<file path="config.mk">
export PLATFORM = sky130hd
export DESIGN_NAME = mem_stage_flat
export DESIGN_NICKNAME = d
export VERILOG_FILES = /design/src/rtl/mem_stage_if.sv /design/src/rtl/mem_stage.sv /design/src/flat_wrapper.sv
export SDC_FILE = /design/constraint.sdc
export NUM_CORES = 1
export LEC_CHECK = 0
export CORE_MARGIN = 1
export CORE_UTILIZATION = 45
export DETAILED_ROUTE_END_ITERATION = 10
export GPL_TIMING_DRIVEN = 0
export MAX_ROUTING_LAYER = met4
export PLACE_DENSITY = 0.87
export SYNTH_ARGS = -nofsm -noshare
export SYNTH_HDL_FRONTEND = slang
export SYNTH_SLANG_ARGS = --single-unit
</file>
<file path="constraint.sdc">
create_clock -name clock -period 2.43 [get_ports clock]
set_input_delay 0.486 -clock clock [delete_from_list [all_inputs] [get_ports clock]]
set_output_delay 0.486 -clock clock [all_outputs]
set_load 0.005 [all_outputs]
</file>
<file path="src/rtl/mem_stage_if.sv">
// Data-memory request/acknowledge bus between the MEM pipeline stage (master)
// and the data memory (slave).
interface mem_stage_if;
    logic        dmem_req;
    logic        dmem_we;
    logic [15:0] dmem_addr;
    logic [15:0] dmem_wdata;
    logic        dmem_ack;
    logic [15:0] dmem_rdata;

    modport master (
        output dmem_req, dmem_we, dmem_addr, dmem_wdata,
        input  dmem_ack, dmem_rdata
    );

    modport slave (
        input  dmem_req, dmem_we, dmem_addr, dmem_wdata,
        output dmem_ack, dmem_rdata
    );
endinterface

</file>
<file path="src/rtl/mem_stage.sv">
// MEM pipeline stage: passes ALU ops straight through, stalls EX while a load/store
// waits on the data memory. Optional WAIT timeout enabled by MEM_STAGE_TIMEOUT_EN.
module mem_stage #(
    parameter int TIMEOUT_CYCLES = 64
) (
    input  logic        clock,
    input  logic        rst,
    input  logic        ex_valid,
    input  logic        ex_memread,
    input  logic        ex_memwrite,
    input  logic        ex_mem2reg,
    input  logic        ex_pcwrite,
    input  logic [15:0] ex_aluout,
    input  logic [15:0] ex_wdata,
    input  logic [3:0]  ex_rd,
    mem_stage_if.master dmem,
    output logic        mem_valid,
    output logic [15:0] mem_memout,
    output logic [15:0] mem_aluout,
    output logic [3:0]  mem_rd,
    output logic        mem2reg_out,
    output logic        pcwrite_out,
    output logic        stall_out,
    output logic        mem_fault
);

    localparam logic [1:0] IDLE = 2'd0;
    localparam logic [1:0] WAIT = 2'd1;
    localparam logic [1:0] DONE = 2'd2;

    if (TIMEOUT_CYCLES < 2 || TIMEOUT_CYCLES > 256) begin : g_bad_timeout
        $error("mem_stage: TIMEOUT_CYCLES must lie in 2..256");
    end

    logic [1:0]  state;
    logic [1:0]  state_next;
    logic        access;
    logic        timeout_hit;

    logic [15:0] h_aluout;
    logic [15:0] h_wdata;
    logic [3:0]  h_rd;
    logic        h_mem2reg;
    logic        h_pcwrite;
    logic        h_memread;
    logic        h_memwrite;
    logic [15:0] h_memout;
    logic        fault_now;

    assign access = ex_valid & (ex_memread | ex_memwrite);

`ifdef MEM_STAGE_TIMEOUT_EN
    localparam logic [7:0] TIMEOUT_LAST = 8'(TIMEOUT_CYCLES - 1);

    logic [7:0] wait_count;
    logic       h_fault;

    assign timeout_hit = (state == WAIT) && !dmem.dmem_ack && (wait_count == TIMEOUT_LAST);

    always_ff @(posedge clock or negedge rst) begin
        if (!rst) begin
            wait_count <= 8'd0;
            h_fault    <= 1'b0;
        end else if (state == IDLE && access) begin
            wait_count <= 8'd0;
            h_fault    <= 1'b0;
        end else if (state == WAIT && !dmem.dmem_ack) begin
            wait_count <= wait_count + 8'd1;
            h_fault    <= timeout_hit;
        end
    end

    assign fault_now = (state == DONE) && h_fault;
`else
    assign timeout_hit = 1'b0;
    assign fault_now   = 1'b0;
`endif

    assign mem_fault = fault_now;

    always_comb begin
        state_next = state;
        case (state)
            IDLE:    if (access) state_next = WAIT;
            WAIT:    if (dmem.dmem_ack || timeout_hit) state_next = DONE;
            DONE:    state_next = IDLE;
            default: state_next = IDLE;
        endcase
    end

    always_ff @(posedge clock or negedge rst) begin
        if (!rst) begin
            state <= IDLE;
        end else begin
            state <= state_next;
        end
    end

    // A combined read+write is held as a pure store so no load data is captured.
    always_ff @(posedge clock or negedge rst) begin
        if (!rst) begin
            h_aluout   <= 16'd0;
            h_wdata    <= 16'd0;
            h_rd       <= 4'd0;
            h_mem2reg  <= 1'b0;
            h_pcwrite  <= 1'b0;
            h_memread  <= 1'b0;
            h_memwrite <= 1'b0;
            h_memout   <= 16'd0;
        end else if (state == IDLE && access) begin
            h_aluout   <= ex_aluout;
            h_wdata    <= ex_wdata;
            h_rd       <= ex_rd;
            h_mem2reg  <= ex_mem2reg;
            h_pcwrite  <= ex_pcwrite;
            h_memread  <= ex_memread & ~ex_memwrite;
            h_memwrite <= ex_memwrite;
            h_memout   <= 16'd0;
        end else if (state == WAIT && dmem.dmem_ack) begin
            h_memout   <= h_memread ? dmem.dmem_rdata : 16'd0;
        end
    end

    always_comb begin
        dmem.dmem_req   = 1'b0;
        dmem.dmem_we    = 1'b0;
        dmem.dmem_addr  = 16'd0;
        dmem.dmem_wdata = 16'd0;
        mem_valid       = 1'b0;
        mem_memout      = 16'd0;
        mem_aluout      = h_aluout;
        mem_rd          = h_rd;
        mem2reg_out     = h_mem2reg;
        pcwrite_out     = 1'b0;
        stall_out       = 1'b0;
        case (state)
            IDLE: begin
                mem_aluout  = ex_aluout;
                mem_rd      = ex_rd;
                mem2reg_out = ex_mem2reg;
                mem_valid   = ex_valid & ~access;
                pcwrite_out = ex_valid & ~access & ex_pcwrite;
                stall_out   = access;
            end
            WAIT: begin
                dmem.dmem_req   = 1'b1;
                dmem.dmem_we    = h_memwrite;
                dmem.dmem_addr  = h_aluout;
                dmem.dmem_wdata = h_wdata;
                stall_out       = 1'b1;
            end
            DONE: begin
                mem_valid   = 1'b1;
                mem_memout  = fault_now ? 16'd0 : h_memout;
                mem2reg_out = h_mem2reg & ~fault_now;
                pcwrite_out = h_pcwrite & ~fault_now;
            end
            default: begin
                stall_out = 1'b0;
            end
        endcase
    end

endmodule

</file>
<file path="src/flat_wrapper.sv">
// flat-port wrapper written by rule: the top's interface ports become plain ports
module mem_stage_flat 
#(
    parameter int TIMEOUT_CYCLES = 64
)
  (clock, rst, ex_valid, ex_memread, ex_memwrite, ex_mem2reg, ex_pcwrite, ex_aluout, ex_wdata, ex_rd, mem_valid, mem_memout, mem_aluout, mem_rd, mem2reg_out, pcwrite_out, stall_out, mem_fault, dmem_dmem_req, dmem_dmem_we, dmem_dmem_addr, dmem_dmem_wdata, dmem_dmem_ack, dmem_dmem_rdata);
  mem_stage_if dmem_i ();
  input  logic clock;
  input  logic rst;
  input  logic ex_valid;
  input  logic ex_memread;
  input  logic ex_memwrite;
  input  logic ex_mem2reg;
  input  logic ex_pcwrite;
  input  logic [15:0] ex_aluout;
  input  logic [15:0] ex_wdata;
  input  logic [3:0] ex_rd;
  output logic mem_valid;
  output logic [15:0] mem_memout;
  output logic [15:0] mem_aluout;
  output logic [3:0] mem_rd;
  output logic mem2reg_out;
  output logic pcwrite_out;
  output logic stall_out;
  output logic mem_fault;
  output wire logic [$bits(dmem_i.dmem_req)-1:0] dmem_dmem_req;
  output wire logic [$bits(dmem_i.dmem_we)-1:0] dmem_dmem_we;
  output wire logic [$bits(dmem_i.dmem_addr)-1:0] dmem_dmem_addr;
  output wire logic [$bits(dmem_i.dmem_wdata)-1:0] dmem_dmem_wdata;
  input wire logic [$bits(dmem_i.dmem_ack)-1:0] dmem_dmem_ack;
  input wire logic [$bits(dmem_i.dmem_rdata)-1:0] dmem_dmem_rdata;
  assign dmem_dmem_req = dmem_i.dmem_req;
  assign dmem_dmem_we = dmem_i.dmem_we;
  assign dmem_dmem_addr = dmem_i.dmem_addr;
  assign dmem_dmem_wdata = dmem_i.dmem_wdata;
  assign dmem_i.dmem_ack = dmem_dmem_ack;
  assign dmem_i.dmem_rdata = dmem_dmem_rdata;
  mem_stage #(.TIMEOUT_CYCLES(TIMEOUT_CYCLES)) u_core (.clock(clock), .rst(rst), .ex_valid(ex_valid), .ex_memread(ex_memread), .ex_memwrite(ex_memwrite), .ex_mem2reg(ex_mem2reg), .ex_pcwrite(ex_pcwrite), .ex_aluout(ex_aluout), .ex_wdata(ex_wdata), .ex_rd(ex_rd), .dmem(dmem_i), .mem_valid(mem_valid), .mem_memout(mem_memout), .mem_aluout(mem_aluout), .mem_rd(mem_rd), .mem2reg_out(mem2reg_out), .pcwrite_out(pcwrite_out), .stall_out(stall_out), .mem_fault(mem_fault));
endmodule
</file>
==> results.md <==
- IR analysis of the VDD net gives a maximum drop of 564.4 uV.
- The number of global-route vias before repair was 2455.
- The instance count of the mapped netlist is 254.
- The weighted congestion at the end of routability-driven global placement is about 0.76.
- The number of iterations in the first detailed-routing pass is 4.
- The highest clock frequency the design can meet is 405.8 MHz.
- The sum of internal, switching and leakage power is 3.980 mW.
- The number of DRC violations after detailed-routing iteration 0 is 60.
- The share of the clock period used by the worst path is 1.014.
- For the final routed database, the setup TNS stands at -0.2227 ns.
- By startpoint and endpoint, the worst setup path is classified as flip-flop to output pin.
- The DRC violation count after routing is 0.
- The routed via count is 2481.
- The later pin in the worst-skew pair is clocked with a latency of about 0.33 ns.
- The area used by multi-input combinational logic is between 1000 and 1500 um^2.
- The routed via count divided by cell count is 5.074.
- The total number of placement rows is 28.
- After clock tree synthesis, the clock-pin slew on the worst setup and hold paths is 0.07 ns.
- Once layout is done, the placed cells without fillers occupy 4741 um^2.
- The initial utilization of the core area, before any placement, comes to 0.4789.
- In this run the register-to-register setup slack is 0.47 ns.
- The detail route stage leaves a number of antenna-violating nets equal to 0.
- The worst max-slew margin expressed relative to the limit is 0.5252.
- CTS built an H-tree with a depth of 3.
- The overall overflow remaining after global route is 0.
- Setup violations remaining at the end of the flow were counted as 16.
- The worst setup path is captured at an output pin.
- Yosys attributes the largest share of cell area to sky130_fd_sc_hd__dfrtp_1 50%, sky130_fd_sc_hd__mux2_2 23%, sky130_fd_sc_hd__and2_1 11%, sky130_fd_sc_hd__a21oi_1 3.1%, sky130_fd_sc_hd__nand3_1 2.9%.
- The die covers 6776 um^2.
- The count of clock tree sinks is 58.
- The Yosys step of the flow raised 0 warnings.
- The power share of the clock group is 0.249.
- The synthesized netlist occupies a cell area of 2903 um^2.
- The total instance count after detailed placement is 463.
- The number of cells on the worst reg-to-reg path is 6.
- The fill cell total of the finished layout is 383.
- The final setup skew is between 0.005 and 0.006 ns.
- The root buffer cell chosen for the clock tree is sky130_fd_sc_hd__clkbuf_8.
- The detail-routed net length per standard cell is about 16 um.
- Setup repair after global routing could not meet its margin everywhere.
- Cell internal power was estimated by the tool at 2.869 mW.
- The switching power share of the total is 0.2791.
- The signal on the critical path passes through buf_6 -> nor2_4 -> buf_6 -> mux2_2 -> clkdlybuf4s50_1.
- For the pin with the worst max-slew slack, the measured transition is 0.7122 ns.
- The fraction of the core area covered by cells at the end of the flow is 0.7822.
- TritonCTS created 9 clock buffers.
- The number of flops mapped to enable cells by yosys is 0.
- The power per cell area is 839.5 nW/um^2.
- The number of antenna violations at the first check in global routing came to 0.
- Subtracting the final worst setup slack from the clock period gives 2.465 ns.
- The register area share after synthesis is 0.5000.
- STA puts the critical path data arrival time at approximately 2 ns.
- The largest single stage delay on the critical path is 0.47 ns.
- For this run, asynchronously set or reset flops after synthesis account for 1.000.
- The tightest min-delay check is of the primary input to asynchronous set/reset pin type.
- The highest fanout seen on the critical path is 10.
- The area of all sequential standard cells is around 1500 um^2.
- The worst register-to-register path ends at u_core.h_wdata[6].
- The area of the core is 6061 um^2.
- After the last flow step, the layout net total stands at 469.
- The floorplan step set the die width to 82.32 um.
- The fraction of layout instances using a drive strength above 1 is 0.2633.
- The post-synthesis to final-layout area growth is 63.32%.
- The final count of hold timing violations is 0.
- In this run the power spent charging and discharging nets is between 1 and 1.5 mW.
- The average footprint of a synthesized cell is around 11 um^2.
- The overall fraction of global-route tracks in use is 0.2398.
- The detailed placement HPWL is 5369 um.
- The synthesized design contains 58 register bits.
- The total leakage power is 2.146 nW.
- The number of slew-limit violations in the final report is 0.
- The element type at the critical path start is a flip-flop.
- The synthesized design spends more area on one cell type than any other, namely sky130_fd_sc_hd__dfrtp_1.
- The area after detailed placement is around 4300 um^2.
- The overall routed net length is slightly below 8000 um.
- The worst register-to-register path begins at u_core.state[0].
- The first global-routing pass estimated 11550 um of wire.
- The run finished, with violations left.
- Prior to clock tree synthesis, the placed netlist has a worst setup slack of -0.1736 ns.
- The repair_antennas step left the layout with diodes totalling 0.
- The register share of total power is 0.354.
- The post-route worst setup slack is -0.03454 ns.
- The endpoint required time on the critical path is 1.94 ns.
- The post-synth net total is around 310.
- The worst hold slack is between 0.2 and 0.25 ns.
- During placement, the flow inserted port buffers numbering 133.
- The slowest cell on the critical path is sky130_fd_sc_hd__clkdlybuf4s50_1.
- The final reports fail on setup timing.
- The most frequently used flop master after synthesis is sky130_fd_sc_hd__dfrtp_1.
- Max-cap violations in this run came to 0.
- TritonCTS built the clock tree.
- The final cell count without fillers is 489.
- The largest net degree at the start of global routing is 31.
- The number of unique standard cell types used by synthesis is 24.
- 135 I/O pins were placed.
- Of the total power, combinational logic draws 0.397.
- From bottom edge to top edge, the die measures between 80 and 90 um.
- The share of synthesized area in the top cell type comes to 0.5000.
- The clock passes through at most 2 buffers.
- The library cell appearing most often on the critical path is sky130_fd_sc_hd__buf_6.
==> registers in the layout (all words and copies together) (netlist names) <==
name,count
u_core.h_aluout,16
u_core.h_memout,16
u_core.h_wdata,16
u_core.h_rd,4
u_core.state,2
u_core.h_mem2reg,1
u_core.h_memread,1
u_core.h_memwrite,1
u_core.h_pcwrite,1
==> cells by family (layout without fill, tap and decap cells) <==
group,count (synthesis),in the layout,share of synthesized area
AOI/OAI and AO/OA,22,22,0.04311
muxes,59,59,0.2289
other,1,1,0.001292
and+or+nand+nor,92,92,0.1797
DFF,58,58,0.5000
buffers and inverters,22,182,0.04698
==> cell usage after synthesis (3+ instances only) <==
library cell                n
sky130_fd_sc_hd__buf_4      3
sky130_fd_sc_hd__buf_6      5
sky130_fd_sc_hd__dfrtp_1   58
sky130_fd_sc_hd__nor2_1     3
sky130_fd_sc_hd__mux2_2    59
sky130_fd_sc_hd__nand2_1   17
sky130_fd_sc_hd__inv_1      3
sky130_fd_sc_hd__nand3_1   17
sky130_fd_sc_hd__buf_2      4
sky130_fd_sc_hd__a21oi_1   18
sky130_fd_sc_hd__clkbuf_1   6
sky130_fd_sc_hd__and2_1    49
==> cells in the final DEF, fill, tap and decap left out, drive strengths merged <==
master,n
clkdlybuf4s50,114
mux2,59
dfrtp,58
and2,49
buf,25
a21oi,18
nand2,17
nand3,17
clkbuf,16
dlymetal6s2s,11
dlygate4sd2,7
nor2,4
inv,3
clkinv,3
bufinv,2
nand3b,2
o21ai,1
nor3b,1
nor2b,1
nor3,1
a21o,1
a32o,1
a32oi,1
conb,1
clkinvlp,1
==> power by group through the flow <==
stage | sequential, mW | combinational (mW) | clock [mW]
after global placement | 1.39 | 1.45 | 0
after global routing | 1.44 | 1.71 | 1.04
after floorplan | 1.37 | 0.752 | 0
after detailed placement | 1.42 | 1.48 | 0
after CTS | 1.40 | 1.57 | 1.00
final | 1.41 | 1.58 | 0.990
==> worst max-delay path, delay by kind of cell, from the launching register on <==
kind          cells  cell delay [ns]
buf+inv           3             0.79
flops             1             0.38
simple gates      1             0.13
mux               1             0.34
==> what timing repair did <==
item | in CTS | in global routing
hold buffers | 0 | 0
gates resized for setup | 29 | 17
endpoints found under the setup margin | 67 | 57
pin swaps | 3 | 1
gates cloned | 1 | 0
buffers inserted | 5 | 4
==> worst max path at each step <==
stage | cells after the start | slack (ns) | start | endpoint
floorplan | 4 | 0.66 | u_core.state[0] | mem_aluout[10]
global placement | 1 | -0.98 | rst | u_core.h_aluout[8]
detailed placement | 5 | -0.17 | ex_valid | pcwrite_out
CTS | 5 | -0.07 | u_core.state[1] | mem_rd[2]
global route | 5 | -0.10 | u_core.state[1] | mem_aluout[5]
finish | 5 | -0.03 | u_core.state[1] | mem_aluout[5]
==> cell type report <==
type	instances	share of cell area
timing repair buffer	144	0.3059
clock inverter	5	0.01636
clock buffer	11	0.02982
tap	75	0.01979
multi-input combinational	174	0.2827
inverter	4	0.003167
buffer	18	0.03616
sequential	58	0.3061
==> per-layer routing <==
layer,routed length [um],track usage,part of all wire,vias to the layer above
li1,-,-,-,1165
met1,3076,0.2722,0.40,1190
met2,3948,0.4091,0.51,112
met3,623,0.05165,0.080,14
met4,130,0.1000,0.017,0
met5,0,-,0,-
No activity file was read; power rests on OpenSTA's default activity.
